==> config.mk <==
export PLATFORM = sky130hd
export DESIGN_NAME = stopwatch_counter
export DESIGN_NICKNAME = d
export VERILOG_FILES = /design/src/rtl/stopwatch_counter.sv
export SDC_FILE = /design/constraint.sdc
export NUM_CORES = 1
export LEC_CHECK = 0
export CORE_MARGIN = 1
export CORE_UTILIZATION = 55
export CTS_CLUSTER_SIZE = 25
export DETAILED_ROUTE_END_ITERATION = 10
export PLACE_DENSITY = 0.8
export SYNTH_ARGS = -nofsm -noshare
export SYNTH_HDL_FRONTEND = slang
export SYNTH_SLANG_ARGS = --single-unit
==> constraint.sdc <==
create_clock -name clk -period 1.53 [get_ports clk]
set_input_delay 0.306 -clock clk [delete_from_list [all_inputs] [get_ports clk]]
set_output_delay 0.306 -clock clk [all_outputs]
set_load 0.02 [all_outputs]
==> src/rtl/stopwatch_counter.sv <==
// stopwatch_counter: debounced start/pause/clear stopwatch producing one 4-bit digit.
// Define STOPWATCH_LAP_EN to make buttons[1] toggle a lap hold while running.

module stopwatch_button #(
    parameter int DEBOUNCE_CYCLES = 270_000
) (
    input  logic clk,
    input  logic rst_n,
    input  logic btn,
    output logic press
);
    localparam int DW = (DEBOUNCE_CYCLES > 1) ? $clog2(DEBOUNCE_CYCLES) : 1;
    localparam logic [DW-1:0] CNT_LAST = DW'(DEBOUNCE_CYCLES - 1);

    logic          sync1, sync2, db, db_d;
    logic [DW-1:0] cnt;

    // Released level (1) out of reset, so reset itself never looks like a press.
    always_ff @(posedge clk or negedge rst_n) begin
        if (!rst_n) begin
            sync1 <= 1'b1;
            sync2 <= 1'b1;
            db    <= 1'b1;
            db_d  <= 1'b1;
            cnt   <= '0;
            press <= 1'b0;
        end else begin
            sync1 <= btn;
            sync2 <= sync1;
            db_d  <= db;
            press <= db_d & ~db;
            if (sync2 != db) begin
                if (cnt == CNT_LAST) begin
                    db  <= sync2;
                    cnt <= '0;
                end else begin
                    cnt <= cnt + 1'b1;
                end
            end else begin
                cnt <= '0;
            end
        end
    end
endmodule

module stopwatch_counter #(
    parameter int CLK_HZ          = 27_000_000,
    parameter int TICK_HZ         = 1,
    parameter int DEBOUNCE_CYCLES = 270_000,
    parameter int COUNT           = 16
) (
    input  logic       clk,
    input  logic       rst_n,
    input  logic [1:0] buttons,
    output logic [3:0] number,
    output logic       running,
    output logic       tick,
    output logic       wrap,
    output logic       lap
);
    localparam int PERIOD = CLK_HZ / TICK_HZ;
    localparam int PW     = (PERIOD > 1) ? $clog2(PERIOD) : 1;
    localparam logic [PW-1:0] PRESC_LAST = PW'(PERIOD - 1);
    localparam logic [3:0]    COUNT_LAST = 4'(COUNT - 1);

    // RUN is the only state with bit 0 set, so running comes straight off a flop.
    typedef enum logic [1:0] {
        S_IDLE  = 2'b00,
        S_RUN   = 2'b01,
        S_PAUSE = 2'b10
    } state_t;

    state_t        state, state_nxt;
    logic [1:0]    press;
    logic          clr, cnt_en;
    logic [PW-1:0] presc, presc_nxt;
    logic [3:0]    count, count_nxt;
    logic          tick_nxt, wrap_nxt;
`ifdef STOPWATCH_LAP_EN
    logic          lap_tgl, lap_nxt;
`endif

    stopwatch_button #(.DEBOUNCE_CYCLES(DEBOUNCE_CYCLES)) u_btn [1:0] (
        .clk   (clk),
        .rst_n (rst_n),
        .btn   (buttons),
        .press (press)
    );

    always_ff @(posedge clk or negedge rst_n) begin
        if (!rst_n) state <= S_IDLE;
        else        state <= state_nxt;
    end

    // Clear/lap button wins over start/pause when both land on the same cycle.
    always_comb begin
        state_nxt = state;
        if (press[1]) begin
`ifdef STOPWATCH_LAP_EN
            if (state != S_RUN) state_nxt = S_IDLE;
`else
            state_nxt = S_IDLE;
`endif
        end else if (press[0]) begin
            case (state)
                S_IDLE:  state_nxt = S_RUN;
                S_RUN:   state_nxt = S_PAUSE;
                S_PAUSE: state_nxt = S_RUN;
                default: state_nxt = S_IDLE;
            endcase
        end
    end

    always_comb begin
        clr    = (state_nxt == S_IDLE);
        cnt_en = (state == S_RUN) && !clr;
`ifdef STOPWATCH_LAP_EN
        lap_tgl = press[1] && (state == S_RUN);
`endif
    end

    assign running = state[0];

    // Prescaler is simply not advanced in PAUSE, so resume picks up mid-period.
    always_comb begin
        presc_nxt = presc;
        count_nxt = count;
        tick_nxt  = 1'b0;
        wrap_nxt  = 1'b0;
        if (clr) begin
            presc_nxt = '0;
            count_nxt = '0;
        end else if (cnt_en) begin
            if (presc == PRESC_LAST) begin
                presc_nxt = '0;
                tick_nxt  = 1'b1;
                if (count == COUNT_LAST) begin
                    count_nxt = '0;
                    wrap_nxt  = 1'b1;
                end else begin
                    count_nxt = count + 1'b1;
                end
            end else begin
                presc_nxt = presc + 1'b1;
            end
        end
    end

    always_ff @(posedge clk or negedge rst_n) begin
        if (!rst_n) begin
            presc <= '0;
            count <= '0;
            tick  <= 1'b0;
            wrap  <= 1'b0;
        end else begin
            presc <= presc_nxt;
            count <= count_nxt;
            tick  <= tick_nxt;
            wrap  <= wrap_nxt;
        end
    end

`ifdef STOPWATCH_LAP_EN
    always_comb begin
        lap_nxt = lap;
        if (clr)          lap_nxt = 1'b0;
        else if (lap_tgl) lap_nxt = ~lap;
    end

    // While held, number keeps whatever it showed when the hold went on.
    always_ff @(posedge clk or negedge rst_n) begin
        if (!rst_n) begin
            lap    <= 1'b0;
            number <= '0;
        end else begin
            lap <= lap_nxt;
            if (!lap_nxt) number <= count_nxt;
        end
    end
`else
    assign lap = 1'b0;

    always_ff @(posedge clk or negedge rst_n) begin
        if (!rst_n) number <= '0;
        else        number <= count_nxt;
    end
`endif
endmodule

; ---- Word level (Yosys, flattened, before mapping)
; Cells that the tools add are included.
[word_totals]
ff_bits = 81
input_bits = 4
output_inout_bits = 8
word_cells = 64
[op_classes]
addsub = 4
eq_ne = 8
muxes = 21
bitwise_logic = 4
reduce_logical = 10
[ops]
columns = op, n
row1 = $mux 19, 4
row2 = $mux 25, 3
row3 = $add 19x1->19 const B, 2
row4 = $eq 19x19->1 const B, 2
row5 = $add 25x1->25 const B, 1
row6 = $eq 25x25->1 const B, 1
row7 = $mux 4, 4
row8 = $mux 1, 7
row9 = $reduce_and 2->1, 3
row10 = $add 4x1->4 const B, 1
row11 = $eq 4x4->1 const B, 1
row12 = $logic_not 2->1, 2
row13 = $mux 2, 2
row14 = $pmux 2 s2, 1
row15 = $reduce_bool 2->1, 2
row16 = $and 1x1->1, 2
row17 = $eq 2x1->1 const B, 1
row18 = $eq 2x2->1 const B, 1
row19 = $ne 1x1->1, 2
row20 = $not 1->1, 2
row21 = $reduce_or 2->1, 1
row22 = $logic_and 1x1->1, 1
row23 = $logic_not 1->1, 1

; ---- Logic depth before layout (Yosys ltp)
[logic_depth]
depth_word = 10
ltp_mapped = 7
ltp_nobuf = 6

; ---- Modules after synthesis
; A second synthesis with hierarchy kept.
[hier_totals]
cells_unflattened = 430
hier_area_um2 = 4144.0
[modules_own_cells]
columns = module, instances, cells_each, area_per_inst_um2, seq_area_each_um2
row1 = stopwatch_button, 2, 105, 1111.1, 605.6
row2 = stopwatch_counter, 1, 220, 1921.8, 825.8

; ---- Worst setup path before layout
; No wires, ideal clock.
[synth_timing]
path_type = reg-to-reg
from = reg state[0]
to = reg presc[19]
t_arrival_ns = 1.680
setup_slack_ns = -0.222
path_stages_with_launch = 8
period_less_slack_ns = 1.752
path_cell_list = dfrtp_1 -> and3_1 -> or3_1 -> buf_2 -> a21oi_2 -> nor2_2 -> buf_6 -> nor2_1
[synth_between]
elab_chain_len = 9
[synth_rtl]
columns = item, line
row1 = start: declaration, 73  ; state_t state, state_nxt;
row2 = start signal: assignment, 92  ; else state <= state_nxt;
row3 = $eq 2x2->1 or $logic_not 2->1 (tied branches), 105  ; case (state)
row4 = $reduce_or 2->1 (no line), n/a
row5 = $pmux 2 s2, 105
row6 = $mux 2, 104  ; end else if (press[0]) begin
row7 = $mux 2, 98  ; if (press[1]) begin
row8 = $logic_not 2->1, 115  ; clr = (state_nxt == S_IDLE);
row9 = $logic_not 1->1, 116  ; cnt_en = (state == S_RUN) && !clr;
row10 = $logic_and 1x1->1, 116
row11 = $reduce_bool 2->1 (no line), n/a
row12 = end signal: assignment, 156  ; presc <= presc_nxt;
row13 = end: declaration, 76  ; logic [PW-1:0] presc, presc_nxt;
; Parallel ways exist; a longest one is shown, timed or not.
; A chain may end at the register's enable or synchronous reset.

; ---- Worst setup path in the final report
[layout_timing]
from = reg presc[0]
to = reg presc[18]
[layout_between]
elab_chain_len = 4
[layout_rtl]
columns = item, line
row1 = $add 25x1->25 or $eq 25x25->1 (tied branches), "144, 134"
row2 = $mux 25 *, 134  ; if (presc == PRESC_LAST) begin
row3 = $mux 25 *, 133  ; end else if (cnt_en) begin
row4 = $mux 25 *, 130  ; if (clr) begin
; Mark *: on every way between the ends. The rest lies on a longest branch, timed or not. The select of a mux whose other input is x is not followed.

==> metrics.txt <==
# TYPE chip_impl_metric gauge
chip_impl_info{name="status",value="complete, but fails checks"} 1
chip_impl_info{name="violations",value="setup timing"} 1
chip_impl_metric{name="remaining_drc_errors",unit=""} 0
chip_impl_metric{name="syn_to_final_growth",unit="%"} 46.0
chip_impl_metric{name="yosysWarnings",unit=""} 0
chip_impl_metric{name="first_global_vias",unit=""} 3686
chip_impl_metric{name="switchingPower",unit="mW"} 0.976
chip_impl_info{name="worst_hold_path.endpoint",value="u_btn[0].sync1"} 1
chip_impl_info{name="holdCritStartpoint",value="buttons[0]"} 1
chip_impl_metric{name="pin_count_of_the_biggest_net_entering_global_routing",unit=""} 29
chip_impl_metric{name="antenna_violating_nets_post_route",unit=""} 0
chip_impl_metric{name="cellLeakagePower",unit="nW"} 2.49
chip_impl_metric{name="dieHeight",unit="um"} 87.1
chip_impl_metric{name="layout_min_cycle_time",unit="ps"} 1780
chip_impl_info{name="clk_root_buffer_cell",value="sky130_fd_sc_hd__clkbuf_8"} 1
chip_impl_metric{name="first_pass_grt_wire_length",unit="mm"} 18.4
chip_impl_metric{name="final-setup-viol-count",unit=""} 69
chip_impl_info{name="cp-start-kind",value="flip-flop"} 1
chip_impl_metric{name="detail_route.wirelength",unit="mm"} 13.1
chip_impl_metric{name="yosys_register_bits",unit=""} 81
chip_impl_info{name="cell_type_with_the_highest_aggregate_area_in_the_netlist",value="sky130_fd_sc_hd__dfrtp_1"} 1
chip_impl_metric{name="aggregate_global_route_resource_usage",unit="%"} 32.5
chip_impl_info{name="hold_path.class",value="primary input to flip-flop"} 1
chip_impl_metric{name="min_path_cells",unit=""} 1
chip_impl_metric{name="drive_above_1_share",unit="%"} 44.2
chip_impl_metric{name="final_min_period_over_clock_period",unit="%"} 117
chip_impl_info{name="tritoncts_clock_tree",value="yes"} 1
chip_impl_metric{name="synth_async_sr_flop_share",unit="%"} 100
chip_impl_info{name="setup_repair_after_global_routing_missed_its_margin",value="yes"} 1
chip_impl_info{name="critical-path-top-delay-family",value="simple AND/OR/NAND/NOR gates"} 1
chip_impl_metric{name="firstDrtPassIters",unit=""} 5
chip_impl_metric{name="dp_hpwl",unit="mm"} 6.44
chip_impl_metric{name="rr_worst_depth",unit=""} 7
chip_impl_metric{name="post_synth_inst_count",unit=""} 400
chip_impl_info{name="r2r_end",value="presc[18]"} 1
chip_impl_metric{name="number_of_flops_mapped_to_enable_cells_by_yosys",unit=""} 0
chip_impl_metric{name="cp.buffers_inverters",unit=""} 1
chip_impl_info{name="endpoint_kind",value="flip-flop"} 1
chip_impl_metric{name="detailedRoute.firstIterationViolations",unit=""} 352
chip_impl_metric{name="globalRoute.totalOverflow",unit=""} 0
chip_impl_metric{name="routed_via_density",unit=""} 6.14
chip_impl_metric{name="cts_sink_count",unit=""} 81
chip_impl_metric{name="ir_drop",unit="mV"} 0.791
chip_impl_info{name="yosys_most_used_dff",value="sky130_fd_sc_hd__dfrtp_1"} 1
chip_impl_metric{name="power_switching_share",unit="%"} 24.4
chip_impl_metric{name="seq_area_frac_synth",unit="%"} 51.2
chip_impl_metric{name="finalMaxSlewViolations",unit=""} 0
chip_impl_metric{name="syn_avg_cell_area",unit="sq um"} 9.95
chip_impl_metric{name="synth.cell_area",unit="sq um"} 3980
chip_impl_metric{name="fin_worst_hold_slack",unit="ps"} 343
chip_impl_metric{name="post_route_setup_slack",unit="ps"} -253
chip_impl_metric{name="cts_inserted_buffers",unit=""} 9
chip_impl_metric{name="fillers",unit=""} 327
chip_impl_metric{name="top_level_ports",unit=""} 12
chip_impl_metric{name="reg2reg_slack",unit="ps"} -250
chip_impl_metric{name="hold_viol_final",unit=""} 0
chip_impl_metric{name="clkTransAtPathRegs",unit="ps"} 90
chip_impl_metric{name="detail_route.wl_per_cell",unit="um"} 21.2
chip_impl_metric{name="cell_internal_power_dissipation",unit="mW"} 3.02
chip_impl_metric{name="antenna-diode-count",unit=""} 0
chip_impl_metric{name="die_width",unit="um"} 87.1
chip_impl_info{name="largest_cells_by_area_after_synthesis",value="sky130_fd_sc_hd__dfrtp_1 (46%), sky130_fd_sc_hd__xor2_1 (6.6%), sky130_fd_sc_hd__nor2_1 (6.4%)"} 1
chip_impl_metric{name="gpl.final_weighted_congestion",unit=""} 0.847
chip_impl_metric{name="power.sequential.fraction",unit="%"} 54.5
chip_impl_metric{name="pwr_density_cell",unit="nW/um^2"} 688
chip_impl_metric{name="number_of_library_cell_types_mapped_by_synthesis",unit=""} 48
chip_impl_metric{name="power_frac_clock",unit="%"} 40.3
chip_impl_metric{name="critPathMaxFanout",unit=""} 6
chip_impl_metric{name="arrival",unit="ps"} 2040
chip_impl_metric{name="starting_density_of_the_core",unit="%"} 57.6
chip_impl_metric{name="fin_skew",unit="ps"} 17.5
chip_impl_info{name="ff_to_ff_start",value="presc[0]"} 1
chip_impl_info{name="synth.most_common_cell",value="sky130_fd_sc_hd__dfrtp_1"} 1
chip_impl_metric{name="timing.critical_path.slowest_cell_delay",unit="ps"} 400
chip_impl_metric{name="vias",unit=""} 3781
chip_impl_metric{name="fmax",unit="MHz"} 561
chip_impl_metric{name="synth_top_cell_area_share",unit="%"} 45.9
chip_impl_metric{name="maxCapViolations",unit=""} 0
chip_impl_info{name="synth_top_cells_by_count",value="sky130_fd_sc_hd__dfrtp_1 (73), sky130_fd_sc_hd__nor2_1 (68), sky130_fd_sc_hd__xor2_1 (30), sky130_fd_sc_hd__nand3_1 (28), sky130_fd_sc_hd__xnor2_1 (20)"} 1
chip_impl_metric{name="final_design_instance_area_without_fill",unit="sq um"} 5810
chip_impl_metric{name="grt_antenna_before_repair",unit=""} 0
chip_impl_metric{name="totalPowerFinal",unit="mW"} 4.00
chip_impl_metric{name="htree_num_levels",unit=""} 3
chip_impl_metric{name="numPortBuffers",unit=""} 10
chip_impl_metric{name="timing.critical_path.required",unit="ps"} 1790
chip_impl_info{name="cpMaxStageDelayCell",value="sky130_fd_sc_hd__dfrtp_1"} 1
chip_impl_metric{name="fp.dieArea",unit="sq um"} 7580
chip_impl_metric{name="syn_nets",unit=""} 408
chip_impl_metric{name="placement_stage_cell_area",unit="sq um"} 4850
chip_impl_metric{name="floorplan.core_area",unit="sq um"} 6910
chip_impl_metric{name="row_count",unit=""} 30
chip_impl_metric{name="pwr-share-comb",unit="%"} 5.3
chip_impl_metric{name="num-nets-final",unit=""} 523
chip_impl_info{name="crit_path_cell_trace",value="ha_4 -> nand3_4 -> nor4_4 -> buf_4 -> nand3_1 -> xor2_2 -> nor2_2"} 1
chip_impl_metric{name="fin_setup_tns",unit="ps"} -11160
chip_impl_metric{name="clock_path_buffers",unit=""} 2
chip_impl_info{name="timing_worst_setup_path_type",value="flip-flop to flip-flop"} 1
chip_impl_metric{name="worstSkewPairLatency",unit="ps"} 370
==> power by group through the flow <==
stage	Combinational, mW	Sequential, mW	Clock [mW]
2_1_floorplan	0.0443	2.22	0
3_3_place_gp	0.136	2.21	0
3_5_place_dp	0.143	2.22	0
4_1_cts	0.189	2.17	1.59
5_1_grt	0.226	2.18	1.72
6_report	0.210	2.18	1.61
==> logic make-up (layout without fill, tap and decap cells) <==
group                    count (synthesis)  count (layout)  synth area share, %
AND/OR/NAND/NOR                        198             198                 26.3
flip-flops                              81              81                 51.2
multiplexers                             2               2                0.566
buffers and inverters                   27             147                 3.21
AO/OA/AOI/OAI                           37              37                 6.41
XOR/XNOR                                50              50                 11.0
other                                    1               1               0.0942
adder cells (fa/ha/maj)                  4               4                 1.26
==> sequential cells by signal, indices dropped and copies added, names as in the netlist <==
name         cells
presc           25
u_btn.sync2      2
u_btn.press      2
state            2
wrap             1
number           4
tick             1
u_btn.cnt       38
u_btn.sync1      2
u_btn.db         2
u_btn.db_d       2
==> worst max path at each step <==
stage,end,slack (ps),cells after the start,from
floorplan,presc[14],-90,6,presc[0]
global placement,number[0],-160,5,presc[21]
detailed placement,number[3],-240,5,presc[21]
CTS,u_btn[1].cnt[5],-140,7,u_btn[1].cnt[4]
global route,u_btn[0].cnt[12],-280,7,u_btn[0].cnt[0]
finish,presc[18],-250,7,presc[0]
==> cell usage in the layout, fill, tap and decap left out, types with 3 or more instances in the layout <==
master and n:
sky130_fd_sc_hd__a22o_1 5, sky130_fd_sc_hd__nand3_2 5, sky130_fd_sc_hd__buf_4 89, sky130_fd_sc_hd__buf_6 8
sky130_fd_sc_hd__buf_12 6, sky130_fd_sc_hd__a21oi_2 4, sky130_fd_sc_hd__dlygate4sd2_1 6, sky130_fd_sc_hd__xnor2_1 18
sky130_fd_sc_hd__a21o_1 3, sky130_fd_sc_hd__nor3_1 4, sky130_fd_sc_hd__xor2_1 26, sky130_fd_sc_hd__dfstp_2 8
sky130_fd_sc_hd__nor2_2 24, sky130_fd_sc_hd__or3_4 3, sky130_fd_sc_hd__clkbuf_8 9, sky130_fd_sc_hd__nor2b_1 6
sky130_fd_sc_hd__nand3_1 19, sky130_fd_sc_hd__nand4b_1 3, sky130_fd_sc_hd__inv_1 14, sky130_fd_sc_hd__nor3_2 7
sky130_fd_sc_hd__nor4_4 8, sky130_fd_sc_hd__and3_1 4, sky130_fd_sc_hd__nand3_4 4, sky130_fd_sc_hd__nor2_4 10
sky130_fd_sc_hd__nand2b_4 3, sky130_fd_sc_hd__o21ai_1 5, sky130_fd_sc_hd__a21oi_1 6, sky130_fd_sc_hd__dfrtp_1 72
sky130_fd_sc_hd__xor2_2 4, sky130_fd_sc_hd__nand2b_1 3, sky130_fd_sc_hd__nand2_1 17, sky130_fd_sc_hd__nor2_1 36
sky130_fd_sc_hd__and3_4 3, sky130_fd_sc_hd__nand4_1 19
==> area by class of cell <==
type	count	area, sq um	share of cell area (%)
sequential	81	2040	35.1
tap	96	120	2.07
multi-input combinational	292	2370	40.8
clock buffer	11	131	2.26
timing repair buffer	116	1030	17.7
inverter	15	56.3	0.969
clock inverter	5	63.8	1.10
==> metrics by stage <==
stage | setup slack, ps | cells | utilization [%]
3_3_place_gp | -165 | 571 | 70.2
5_1_grt | -283 | 616 | 84.1
3_5_place_dp | -244 | 571 | 70.2
6_report | -253 | 616 | 84.1
4_1_cts | -141 | 604 | 79.1
2_1_floorplan | -93.4 | 400 | -
==> metal layers <==
layer  vias up  part of all wire (%)  track usage, %
met3        54                   5.9            7.01
li1       1615                     -               -
met1      1915                    39            37.8
met4         0                   4.3            13.8
met5         -                     0               0
met2       197                    51            57.9
==> what timing repair did <==
item,CTS,global route
setup endpoints to repair,75,71
pin swaps,21,33
hold buffers,1,0
resized for setup,59,70
endpoints found under the hold margin,17,0
setup buffers,14,14
cloned,3,2
No activity file was read; power rests on OpenSTA's default activity.
